$ cat config.mk
export PLATFORM = sky130hd
export DESIGN_NAME = instruction_fetch_flat
export DESIGN_NICKNAME = d
export VERILOG_FILES = /design/src/rtl/instruction_fetch_if.sv /design/src/rtl/instruction_fetch.sv /design/src/flat_wrapper.sv
export SDC_FILE = /design/constraint.sdc
export NUM_CORES = 1
export LEC_CHECK = 0
export CAP_MARGIN = 10
export CORE_MARGIN = 4
export CORE_UTILIZATION = 49
export DETAILED_ROUTE_END_ITERATION = 8
export PLACE_DENSITY = 0.83
export REMOVE_ABC_BUFFERS = 1
export SLEW_MARGIN = 20
export SYNTH_ARGS = -nofsm -noshare
export SYNTH_HDL_FRONTEND = slang
export SYNTH_SLANG_ARGS = --single-unit
$ cat constraint.sdc
create_clock -name clk -period 3.1 [get_ports clk]
set_clock_uncertainty 0.1 [all_clocks]
set_input_delay 0.62 -clock clk [delete_from_list [all_inputs] [get_ports clk]]
set_output_delay 0.62 -clock clk [all_outputs]
set_load 0.01 [all_outputs]
$ cat src/rtl/instruction_fetch_if.sv
// Fetch-stage bus: instruction-memory req/ack port, decode valid/ready port and redirect input.
// The master side is the fetch unit; the slave side is the surrounding memory/decode/execute.
interface instruction_fetch_if;
    logic        imem_req;
    logic [31:0] imem_addr;
    logic        imem_ack;
    logic [31:0] imem_rdata;
    logic        redirect;
    logic [31:0] redirect_pc;
    logic        instr_valid;
    logic        instr_ready;
    logic [31:0] instruction;
    logic [31:0] instr_pc;
    logic [31:0] instr_pc_next;
    logic        misaligned;

    modport master (
        output imem_req, imem_addr, instr_valid, instruction, instr_pc, instr_pc_next,
               misaligned,
        input  imem_ack, imem_rdata, redirect, redirect_pc, instr_ready
    );

    modport slave (
        input  imem_req, imem_addr, instr_valid, instruction, instr_pc, instr_pc_next,
               misaligned,
        output imem_ack, imem_rdata, redirect, redirect_pc, instr_ready
    );
endinterface

$ cat src/rtl/instruction_fetch.sv
// Fetch stage: holds the PC, reads instruction words over req/ack and hands
// {instruction, pc, pc+4} to decode over valid/ready; accepts execute redirects.
module instruction_fetch #(
    parameter logic [31:0] RESET_PC = 32'h0000_0000
) (
    input logic                  clk,
    input logic                  rst_n,
    instruction_fetch_if.master  bus
);

    localparam logic [31:0] NOP = 32'h0000_0013;

    typedef enum logic [1:0] {StBoot, StReq, StHold, StFault} state_e;

    state_e      state_q, state_d;
    logic [31:0] addr_q, addr_d;
    logic [31:0] target_q, target_d;
    logic [31:0] instr_q, instr_d;
    logic [31:0] pc_q, pc_d;
    logic [31:0] pc_next_q, pc_next_d;
    logic        valid_q, valid_d;
    logic        discard_q, discard_d;
    logic        fault_pend_q, fault_pend_d;
    logic        mis_q, mis_d;
    logic        redir_bad;

    assign redir_bad = bus.redirect && (bus.redirect_pc[1:0] != 2'b00);

    always_ff @(posedge clk or negedge rst_n) begin
        if (!rst_n) begin
            state_q <= StBoot;
        end else begin
            state_q <= state_d;
        end
    end

    always_comb begin
        state_d      = state_q;
        addr_d       = addr_q;
        target_d     = target_q;
        instr_d      = instr_q;
        pc_d         = pc_q;
        pc_next_d    = pc_next_q;
        valid_d      = valid_q;
        discard_d    = discard_q;
        fault_pend_d = fault_pend_q;
        mis_d        = mis_q;
        unique case (state_q)
            StBoot: state_d = StReq;
            StReq: begin
                if (bus.redirect) begin
                    if (redir_bad) mis_d = 1'b1;
                    if (bus.imem_ack) begin
                        // Request completes this cycle; its data is dropped.
                        discard_d = 1'b0;
                        if (redir_bad || fault_pend_q) state_d = StFault;
                        else                           addr_d  = bus.redirect_pc;
                    end else begin
                        // Address must stay put until ack; remember where to go.
                        discard_d = 1'b1;
                        if (redir_bad) fault_pend_d = 1'b1;
                        else           target_d     = bus.redirect_pc;
                    end
                end else if (bus.imem_ack) begin
                    if (discard_q) begin
                        discard_d = 1'b0;
                        if (fault_pend_q) state_d = StFault;
                        else              addr_d  = target_q;
                    end else begin
                        instr_d   = bus.imem_rdata;
                        pc_d      = addr_q;
                        pc_next_d = addr_q + 32'd4;
                        valid_d   = 1'b1;
                        state_d   = StHold;
                    end
                end
            end
            StHold: begin
                if (bus.redirect) begin
                    valid_d = 1'b0;
                    if (redir_bad) begin
                        mis_d   = 1'b1;
                        state_d = StFault;
                    end else begin
                        addr_d  = bus.redirect_pc;
                        state_d = StReq;
                    end
                end else if (bus.instr_ready) begin
                    valid_d = 1'b0;
                    addr_d  = addr_q + 32'd4;
                    state_d = StReq;
                end
            end
            StFault: valid_d = 1'b0;
            default: state_d = StBoot;
        endcase
    end

    always_comb begin
        bus.imem_req      = (state_q == StReq);
        bus.imem_addr     = addr_q;
        bus.instr_valid   = valid_q;
        bus.instruction   = instr_q;
        bus.instr_pc      = pc_q;
        bus.instr_pc_next = pc_next_q;
        bus.misaligned    = mis_q;
    end

    always_ff @(posedge clk or negedge rst_n) begin
        if (!rst_n) begin
            addr_q       <= RESET_PC;
            target_q     <= RESET_PC;
            instr_q      <= NOP;
            pc_q         <= RESET_PC;
            pc_next_q    <= RESET_PC + 32'd4;
            valid_q      <= 1'b0;
            discard_q    <= 1'b0;
            fault_pend_q <= 1'b0;
            mis_q        <= 1'b0;
        end else begin
            addr_q       <= addr_d;
            target_q     <= target_d;
            instr_q      <= instr_d;
            pc_q         <= pc_d;
            pc_next_q    <= pc_next_d;
            valid_q      <= valid_d;
            discard_q    <= discard_d;
            fault_pend_q <= fault_pend_d;
            mis_q        <= mis_d;
        end
    end

endmodule

$ cat src/flat_wrapper.sv
// flat-port wrapper written by rule: the top's interface ports become plain ports
module instruction_fetch_flat 
#(
    parameter logic [31:0] RESET_PC = 32'h0000_0000
)
  (clk, rst_n, bus_imem_req, bus_imem_addr, bus_instr_valid, bus_instruction, bus_instr_pc, bus_instr_pc_next, bus_misaligned, bus_imem_ack, bus_imem_rdata, bus_redirect, bus_redirect_pc, bus_instr_ready);
  instruction_fetch_if bus_i ();
  input logic clk;
  input logic rst_n;
  output wire logic [$bits(bus_i.imem_req)-1:0] bus_imem_req;
  output wire logic [$bits(bus_i.imem_addr)-1:0] bus_imem_addr;
  output wire logic [$bits(bus_i.instr_valid)-1:0] bus_instr_valid;
  output wire logic [$bits(bus_i.instruction)-1:0] bus_instruction;
  output wire logic [$bits(bus_i.instr_pc)-1:0] bus_instr_pc;
  output wire logic [$bits(bus_i.instr_pc_next)-1:0] bus_instr_pc_next;
  output wire logic [$bits(bus_i.misaligned)-1:0] bus_misaligned;
  input wire logic [$bits(bus_i.imem_ack)-1:0] bus_imem_ack;
  input wire logic [$bits(bus_i.imem_rdata)-1:0] bus_imem_rdata;
  input wire logic [$bits(bus_i.redirect)-1:0] bus_redirect;
  input wire logic [$bits(bus_i.redirect_pc)-1:0] bus_redirect_pc;
  input wire logic [$bits(bus_i.instr_ready)-1:0] bus_instr_ready;
  assign bus_imem_req = bus_i.imem_req;
  assign bus_imem_addr = bus_i.imem_addr;
  assign bus_instr_valid = bus_i.instr_valid;
  assign bus_instruction = bus_i.instruction;
  assign bus_instr_pc = bus_i.instr_pc;
  assign bus_instr_pc_next = bus_i.instr_pc_next;
  assign bus_misaligned = bus_i.misaligned;
  assign bus_i.imem_ack = bus_imem_ack;
  assign bus_i.imem_rdata = bus_imem_rdata;
  assign bus_i.redirect = bus_redirect;
  assign bus_i.redirect_pc = bus_redirect_pc;
  assign bus_i.instr_ready = bus_instr_ready;
  instruction_fetch #(.RESET_PC(RESET_PC)) u_core (.clk(clk), .rst_n(rst_n), .bus(bus_i));
endmodule
-- Word level (Yosys, flattened, before mapping)
Cells that the tools add are included.
- bits of input ports: 69
- register bits: 166
- output and inout port bits: 131
- equality and inequality tests: 13
- reductions and logical operators: 17
- add/sub/neg operators: 1
- mux-type cells: 29
- bitwise operators: 4
- operator list (cell ; number):
    32-bit 2-to-1 mux ; 9
    32-bit one-hot mux with 2 select lines ; 1
    32-bit by 3-bit adder with 32-bit output, second input constant ; 1
    2-bit 2-to-1 mux ; 9
    3-bit inequality test, second input constant ; 4
    4-bit AND reduction ; 3
    5-bit AND reduction ; 2
    1-bit 2-to-1 mux ; 8
    7-bit AND reduction ; 1
    2-bit one-hot mux with 3 select lines ; 1
    2-bit nonzero test ; 3
    3-bit nonzero test ; 2
    2-bit equality test, second input constant ; 2
    2-bit inequality test, second input constant ; 2
    4-bit inequality test, second input constant ; 1
    1-bit inverter ; 4
    3-bit by 1-bit inequality test with 1-bit output, second input constant ; 1
    3-bit by 2-bit inequality test with 1-bit output, second input constant ; 1
    1-bit one-hot mux with 3 select lines ; 1
    3-bit AND reduction ; 1
    2-bit by 1-bit equality test with 1-bit output, second input constant ; 1
    2-bit logical NOT ; 1
    2-bit by 1-bit inequality test with 1-bit output, second input constant ; 1
    2-bit AND reduction ; 1
    3 further kinds ; 3

-- Logic depth before layout (Yosys ltp)
Gate-level depths: netlist of run 1.
- depth after elaboration: 7
- mapped depth: 11

-- Worst setup path after synthesis of run 1
No wires, ideal clock.
- path type: register to register
- from: register u_core.state_q[1]
- to: register u_core.target_q[28]
- buffers on the path: 2
- clock period less this slack: 2.332 ns
- stages on the path, launching flop included: 8
- data arrival time: 2.107 ns
- setup slack: 0.768 ns
- path through: dfrtp_1 -> inv_1 -> ha_1 -> clkbuf_1 -> nand2_1 -> nor3_1 -> clkbuf_1 -> mux2_2
- word-level cells in the longest chain between the ends: 2
- RTL lines (element ; line ; RTL):
    from (decl) ; instruction_fetch.sv:15 ; state_e state_q, state_d;
    from (signal assigned) ; instruction_fetch.sv:31 ; state_q <= StBoot;
    from (signal assigned) ; instruction_fetch.sv:33 ; state_q <= state_d;
    2-bit by 1-bit equality test with 1-bit output ; -- ;
    net bus_imem_req ; flat_wrapper.sv:10 ; output wire logic [$bits(bus_i.imem_req)-1:0] bus_imem_req;
    4-bit AND reduction (no source line) ; -- ;
    to (signal assigned) ; instruction_fetch.sv:122 ; target_q <= target_d;
    to (decl) ; instruction_fetch.sv:17 ; logic [31:0] target_q, target_d;
The timed path passes the listed nets, and every way through them passes these cells.
A chain may end at the register's enable or synchronous reset.

-- Worst setup path after layout of run 1
- from: register u_core.state_q[1]
- to: output port bus_imem_req
- word-level cells in the longest chain between the ends: 1
- RTL lines (element ; line ; RTL):
    2-bit by 1-bit equality test with 1-bit output ; instruction_fetch.sv:100 ; bus.imem_req = (state_q == StReq);
    to (decl) ; flat_wrapper.sv:10 ;
Every way passes these cells.

==> summary.txt, run 1 <==
STA
  – Measured slew at the worst slew-check pin: between 1 and 1.5 ns
  – Final Hold Vio Count: 0
  – Hold WS: roughly 0.076 ns
  – Finish-stage setup viols: 0
  – Final period utilization: between 80 and 90%
  – Pins over their slew limit: 0
  – Final TNS setup: 0 ns
  – Max Fclk: roughly 0.37 GHz
  – Fin crit period: around 2.7 ns
  – Slew HR: between 20% and 30%
  – RSZ-0062 raised after global routing: no

CTS
  – Clock Tree Root: clkbuf_16
  – H-Tree Depth: 4
  – Total setup buffers inserted after CTS: 0
  – CTS resizes: 0
  – CTS tree: yes
  – TritonCTS Sinks: ~160
  – CTS buffer count: 17
  – Clock Tree Buf Depth: 2
  – Worst skew pair latency: between 0.4 and 0.5 ns
  – Hold buffers post-CTS: 0
  – Reg clk slew, reported paths: 0.07 ns

Finish
  – Final Util: slightly below 70%
  – Fillers: approximately 1200
  – Layout cells sized above 1: 10.94%
  – Area growth syn-to-layout: 37.82%
  – Ant. Diodes: 0
  – Fin cells: 1175
  – Nets@finish: about 1000

Setup path
  – Reg2reg setup slack: approximately 0.44 ns
  – CP endpoint: bus_imem_req
  – CP peak stage delay: 0.64 ns
  – CP Cell Sequence: inv_1 > ha_1 > clkdlybuf4s50_1
  – Crit. Startpoint: u_core.state_q[1]
  – R2R cell count: 8
  – Largest fanout on the critical path: 13
  – Reg2reg end: u_core.bus.imem_addr[9]
  – R2R Path Start: u_core.state_q[1]
  – Startpoint types: register
  – CP bufs+invs: 2
  – Worst path top cell family by delay: buffers and inverters
  – Crit path DAT: 2.02 ns
  – CP Data Required Time: approximately 2.4 ns
  – WP depth: 3
  – Setup crit end kind: output pin
  – Crit-path slowest cell: clkdlybuf4s50_1
  – Kind of critical path: register to output pin

Power
  – VDD IR max: roughly 560 uV
  – PwrDens: a little under 1000 nW/um2
  – Leakage: approximately 4.6 nW

Yosys
  – Mapped Avg Cell Area: 9.558 um2
  – Distinct cells, synth: between 50 and 60
  – Dominant synthesized flop cell: dfrtp_1
  – Dominant cell type by area after synthesis: dfrtp_1
  – Cells after Synth: 792
  – Post-Synthesis Cell Area: ~7600 um2
  – Seq cells post-synth: about 160
  – Area share of the largest cell type after synthesis: 52.89%
  – Top cells by area in the synthesized netlist: dfrtp_1 (53%), nand2_1 (12%), mux2_2 (4.5%)
  – Post-synth EDFFs: 0
  – Warnings, synthesis: 0
  – Synth async-reset ratio: between 90% and 100%
  – Seq/Total Area, Yosys: a little over half

Global routing
  – Pin count of the biggest net entering global routing: 75
  – Vias in the first global route: about 6700
  – First-pass GRT wire length: about 35000 um
  – Total Routing Usage GR: between 20% and 30%
  – Initial antenna violation count: 0
  – Overflow after GRT: 0

Status
  – Outcome: complete, no violations

Die
  – Initial Util: around 50%
  – Die ar.: about 18000 um2
  – Core Region: between 15000 and 20000 um2
  – Io pins: 200
  – Rows: 45
  – Die width: ~130 um
  – Die Height: roughly 130 um

Drt
  – Max Used Layer: met4
  – Wl on met1: 9331 um
  – DRT Pass-1 Iters: 4
  – # DRC: 0
  – Initial drt markers: approximately 390
  – Vias per cell: ~5.6
  – Wire length on met2: ~10000 um
  – DR WL met3: around 1200 um
  – Total Routed Length: about 21000 um
  – DR vias: ~6600
  – Routed Antenna Nets: 0
  – Wirelength per Cell: ~18 um

Place
  – Port Buffers: a little under 200
  – Placer congestion estimate: 0.8305
  – Dpl cells: around 1100
  – DP HPWL: around 14000 um

Flow run
  – Max cap viols: 0

Hold path
  – Hold WC Path Type: input pin to async pin
==> cells in the final DEF (no fill, tap or decap), types with 6 or more instances in the layout <==
cell	Yosys	final
mux2_2	30	30
dfrtp_1	160	160
nor2_1	31	31
o22ai_1	13	13
xor2_1	8	8
nor3_1	11	9
nand3_1	12	11
o2bb2ai_1	7	7
a21oi_1	29	29
o22a_1	7	7
o21ai_0	54	54
clkbuf_16	0	17
inv_1	12	12
nand4_1	6	6
a31oi_1	6	6
nand2_1	232	232
xnor2_1	20	20
buf_4	6	20
clkdlybuf4s50_1	0	198
a22o_1	7	7
==> worst min-delay path by stage <==
stage / from / endpoint
floorplan: rst_n / u_core.bus.imem_addr[0]
global placement: u_core.bus.instruction[4] / u_core.bus.instruction[4]
detailed placement: u_core.bus.instruction[4] / u_core.bus.instruction[4]
CTS: rst_n / u_core.bus.instruction[27]
global route: rst_n / u_core.bus.instruction[8]
finish: rst_n / u_core.bus.instruction[27]
==> power breakdown <==
group | switching, W | internal, W | total, W
Combinational | 0.00185 | 0.00218 | 0.00403
Clock | 0.000875 | 0.00137 | 0.00225
Sequential | 0.000771 | 0.00308 | 0.00385
==> through the flow <==
step	total power, W	setup WS, ns	cell area, um2
2_1_floorplan	0.005621	-0.7613	7306
3_5_place_dp	0.007917	0.1263	9811
6_report	0.01013	0.3631	10430
4_1_cts	0.01019	0.3703	10430
3_3_place_gp	0.007768	0.2078	9811
5_1_grt	0.01076	0.2475	10430
==> cells in the mapped netlist (7+ instances only) <==
master,instances
o22ai_1,13
o2bb2ai_1,7
a22o_1,7
inv_1,12
o21ai_0,54
clkbuf_1,40
xor2_1,8
a21oi_1,29
o22a_1,7
buf_2,10
dfrtp_1,160
mux2_2,30
xnor2_1,20
nand3_1,12
nor3_1,11
nor2_1,31
nand2_1,232
==> registers in the layout, summed over array words and instances (netlist names) <==
name and flops:
u_core.bus.instr_pc_next 30, u_core.state_q 2, u_core.bus.misaligned 1, u_core.bus.imem_addr 32, u_core.bus.instruction 32, u_core.fault_pend_q 1
u_core.bus.instr_pc 32, u_core.bus.instr_valid 1, u_core.discard_q 1, u_core.target_q 32
==> routing by layer <==
layer	vias to the layer above	GRT usage, %
met4	0	7.159
li1	3068	-
met2	216	40.62
met3	22	5.649
met1	3250	32.84
met5	-	0
==> cell families after synthesis <==
logic type	synth area share (%)
and+or+nand+nor	18.86
DFF	54.28
AOI/OAI and AO/OA	13.72
buffers and inverters	4.083
muxes	4.992
xor gates and xnor gates	3.240
adders and majority gates	0.8264
==> area by class of cell <==
class / count / area, um2 / share of cell area (%)
Clock buffer: 20 / 446.7 / 4.282
Sequential cell: 164 / 4109 / 39.39
Inverter: 12 / 45.04 / 0.4318
Tap cell: 188 / 235.2 / 2.255
Clock inverter: 12 / 175.2 / 1.679
Timing Repair Buffer: 224 / 2243 / 21.50
Multi-Input combinational cell: 555 / 3178 / 30.46
Power figures use the tool's default switching activity.
==> inputs of run 2 (changes only) <==
CAP_MARGIN = unset   (was 10)
SLEW_MARGIN = unset   (was 20)
==> results of run 2 <==
No change in the layout: final DEF, timing and power equal those of run 1.
==> inputs of run 3 (changes only) <==
GPL_TIMING_DRIVEN = 0   (was unset)
HOLD_SLACK_MARGIN = 0.1   (was unset)
SKIP_LAST_GASP = 1   (was unset)
==> run 3 against run 2 <==
Against the previous run: worst setup slack lost 0.13 ns; critical path type is now register to register; via count decreased by 3.4%; final area fell by 1.4%; hold slack gained 0.0068 ns; routed wire length is 2.1% lower; die area stayed put; cell count shrank 1.4%; clock-buffer cell count up 3.
==> summary.txt, run 3 (synthesis gave the netlist of run 1 again) <==
Status
  – Outcome: complete, no violations

Global routing
  – Total Routing Usage GR: 23.40% (-1.2 points)
  – Overflow after GRT: 0 (unchanged)
  – Vias in the first global route: 6325 (-5.7%)
  – First-pass GRT wire length: 33040 um (-5.4%)
  – Pin count of the biggest net entering global routing: 87 (+16%)
  – Initial antenna violation count: 0 (unchanged)

Setup path
  – Crit. Startpoint: u_core.state_q[1]
  – Crit-path slowest cell: or3_4
  – WP depth: 7 (+4)
  – Setup crit end kind: register
  – Startpoint types: register
  – Kind of critical path: register to register
  – Reg2reg end: u_core.bus.imem_addr[2]
  – R2R cell count: 7 (-1)
  – CP bufs+invs: 1 (-1)
  – Crit path DAT: 3.12 ns (+1.10 ns)
  – Reg2reg setup slack: 0.23 ns (-0.21 ns)
  – CP Cell Sequence: inv_1 > ha_1 > nor4bb_1 > a211oi_1 > or3_4 > or4_1 > nand3_1
  – R2R Path Start: u_core.state_q[1]
  – Largest fanout on the critical path: 39 (+26)
  – Worst path top cell family by delay: simple AND/OR/NAND/NOR gates
  – CP peak stage delay: 0.61 ns (-0.03 ns)
  – CP Data Required Time: 3.36 ns (+0.98 ns)
  – CP endpoint: u_core.bus.imem_addr[2]

CTS
  – Total setup buffers inserted after CTS: 0 (unchanged)
  – Reg clk slew, reported paths: 0.06 ns (about the same)
  – Worst skew pair latency: 0.42 ns (about the same)
  – H-Tree Depth: 4 (unchanged)
  – CTS buffer count: 17 (unchanged)
  – Clock Tree Buf Depth: 2 (unchanged)
  – TritonCTS Sinks: 164 (unchanged)
  – Clock Tree Root: clkbuf_16
  – CTS tree: yes

Drt
  – Routed Antenna Nets: 0 (unchanged)
  – DR vias: 6335 (-3.4%)
  – Initial drt markers: 301 (-22%)
  – DRT Pass-1 Iters: 4 (unchanged)
  – Vias per cell: 5.471 (-2.0%)
  – Wirelength per Cell: 17.84 um (-0.69%)
  – # DRC: 0 (unchanged)
  – Total Routed Length: 20660 um (-2.1%)

Die
  – Die Height: 132.3 um (unchanged)
  – Rows: 45 (unchanged)
  – Die width: 132.3 um (unchanged)
  – Die ar.: 17500 um2 (unchanged)
  – Io pins: 200 (unchanged)
  – Core Region: 15150 um2 (unchanged)
  – Initial Util: 49.98% (unchanged)

STA
  – Final TNS setup: 0 ns (unchanged)
  – Fin crit period: 2.869 ns (+0.1317 ns)
  – Hold WS: 0.08260 ns (+0.006758 ns)
  – Max Fclk: 0.3486 GHz (-4.6%)
  – Finish-stage setup viols: 0 (unchanged)
  – Measured slew at the worst slew-check pin: 1.117 ns (+0.03441 ns)
  – Final Hold Vio Count: 0 (unchanged)
  – Slew HR: 25.28% (-2.3 points)
  – Pins over their slew limit: 0 (unchanged)
  – Final period utilization: 92.54% (+4.2 points)
  – RSZ-0062 raised after global routing: no

Place
  – Port Buffers: 199 (unchanged)
  – Placer congestion estimate: 0.7830 (-5.7%)
  – DP HPWL: 13900 um (-3.3%)
  – Post-DP Area: 9694 um2 (-1.2%)

Flow run
  – Max cap viols: 0 (unchanged)

Power
  – Int Power: 0.006424 W (-3.2%)
  – Total power: 0.009831 W (-2.9%)
  – Leakage: 4.490 nW (-2.0%)
  – Switching pwr: 0.003407 W (-2.5%)
  – Reg power frac: 39.6% (+1.5 points)
  – VDD IR max: 449.1 uV (-19%)
  – PwrDens: 955.5 nW/um2 (-1.6%)
  – Gate power share: 39.7% (about the same)
  – Clk pwr share: 20.7% (-1.5 points)
  – Sw Share: 34.65% (+0.16 points)

Finish
  – Nets@finish: 1031 (-1.6%)
  – Ant. Diodes: 0 (unchanged)
  – Commonest non-fill, non-tap cells in the layout: nand2_1 (232), clkdlybuf4s50_1 (197), dfrtp_1 (160), o21ai_0 (54), nor2_1 (31)
  – Commonest non-fill, non-tap cell in the layout: nand2_1
  – Area growth syn-to-layout: 35.92%
  – Fillers: 1200 (+4.3%)
  – Final std cell area, no fill: 10290 um2 (-1.4%)
  – Layout cells sized above 1: 9.588% (-1.4 points)
  – Final Util: 67.93% (-0.95 points)

Hold path
  – Hold WC Path Type: input pin to async pin
## run 3: cell type report
cell class | count | area [um2] | share of cell area, %
Timing Repair Buffer | 207 | 2130 | 20.70
Tap cell | 188 | 235.2 | 2.286
Clock inverter | 9 | 106.4 | 1.034
Multi-Input combinational cell | 555 | 3206 | 31.16
Inverter | 12 | 45.04 | 0.4378
Sequential cell | 164 | 4109 | 39.94
Clock buffer | 23 | 457.9 | 4.451
## run 3: timing repair
action / CTS / global route
hold buffers: 0 / 0
resized for setup: 6 / 2
endpoints found under the setup margin: 35 / 12
hold endpoints to repair: 0 / 0
## run 3: worst min path at each step
stage	from	end	slack [ns]	depth (start not counted)
after floorplan	rst_n	u_core.bus.imem_addr[0]	0.22	0
after detailed placement	u_core.bus.instruction[0]	u_core.bus.instruction[0]	0.35	2
after CTS	rst_n	u_core.bus.instruction[16]	0.12	1
after global placement	u_core.bus.instruction[0]	u_core.bus.instruction[0]	0.35	2
after global routing	rst_n	u_core.bus.instruction[16]	0.14	1
final	rst_n	u_core.bus.instruction[16]	0.08	1
## run 3: worst register-to-register path: cells and delay by family, from the launching register on
kind,cells,cell delay (ns)
and+or+nand+nor,4,1.60
buffers and inverters,1,0.10
AOI/OAI and AO/OA,1,0.15
DFF,1,0.40
adders and majority gates,1,0.46
## run 3: power groups by stage
stage / sequential (W) / combinational (W) / clock [W]
finish: 0.00389 / 0.00391 / 0.00203
global route: 0.00403 / 0.00425 / 0.00215
CTS: 0.00390 / 0.00395 / 0.00207
detailed placement: 0.00392 / 0.00392 / 0
global placement: 0.00387 / 0.00381 / 0
floorplan: 0.00410 / 0.00152 / 0
## run 3: stage by stage
| step | std cells | setup WS, ns |
|---|---|---|
| floorplan | 731 | -0.7613 |
| detailed placement | 1126 | -1.563 |
| CTS | 1158 | 0.08162 |
| finish | 1158 | 0.2314 |
| global placement | 1118 | -5.506 |
| global route | 1158 | 0.01629 |
## run 3: routing by layer
| metal | track usage, % | part of all wire (%) | routed length, um |
|---|---|---|---|
| met2 | 39.25 | 49 | 10110 |
| met3 | 6.031 | 6.2 | 1278 |
| met1 | 30.24 | 43 | 8986 |
| met4 | 6.640 | 1.4 | 287 |
| met5 | 0 | 0 | 0 |
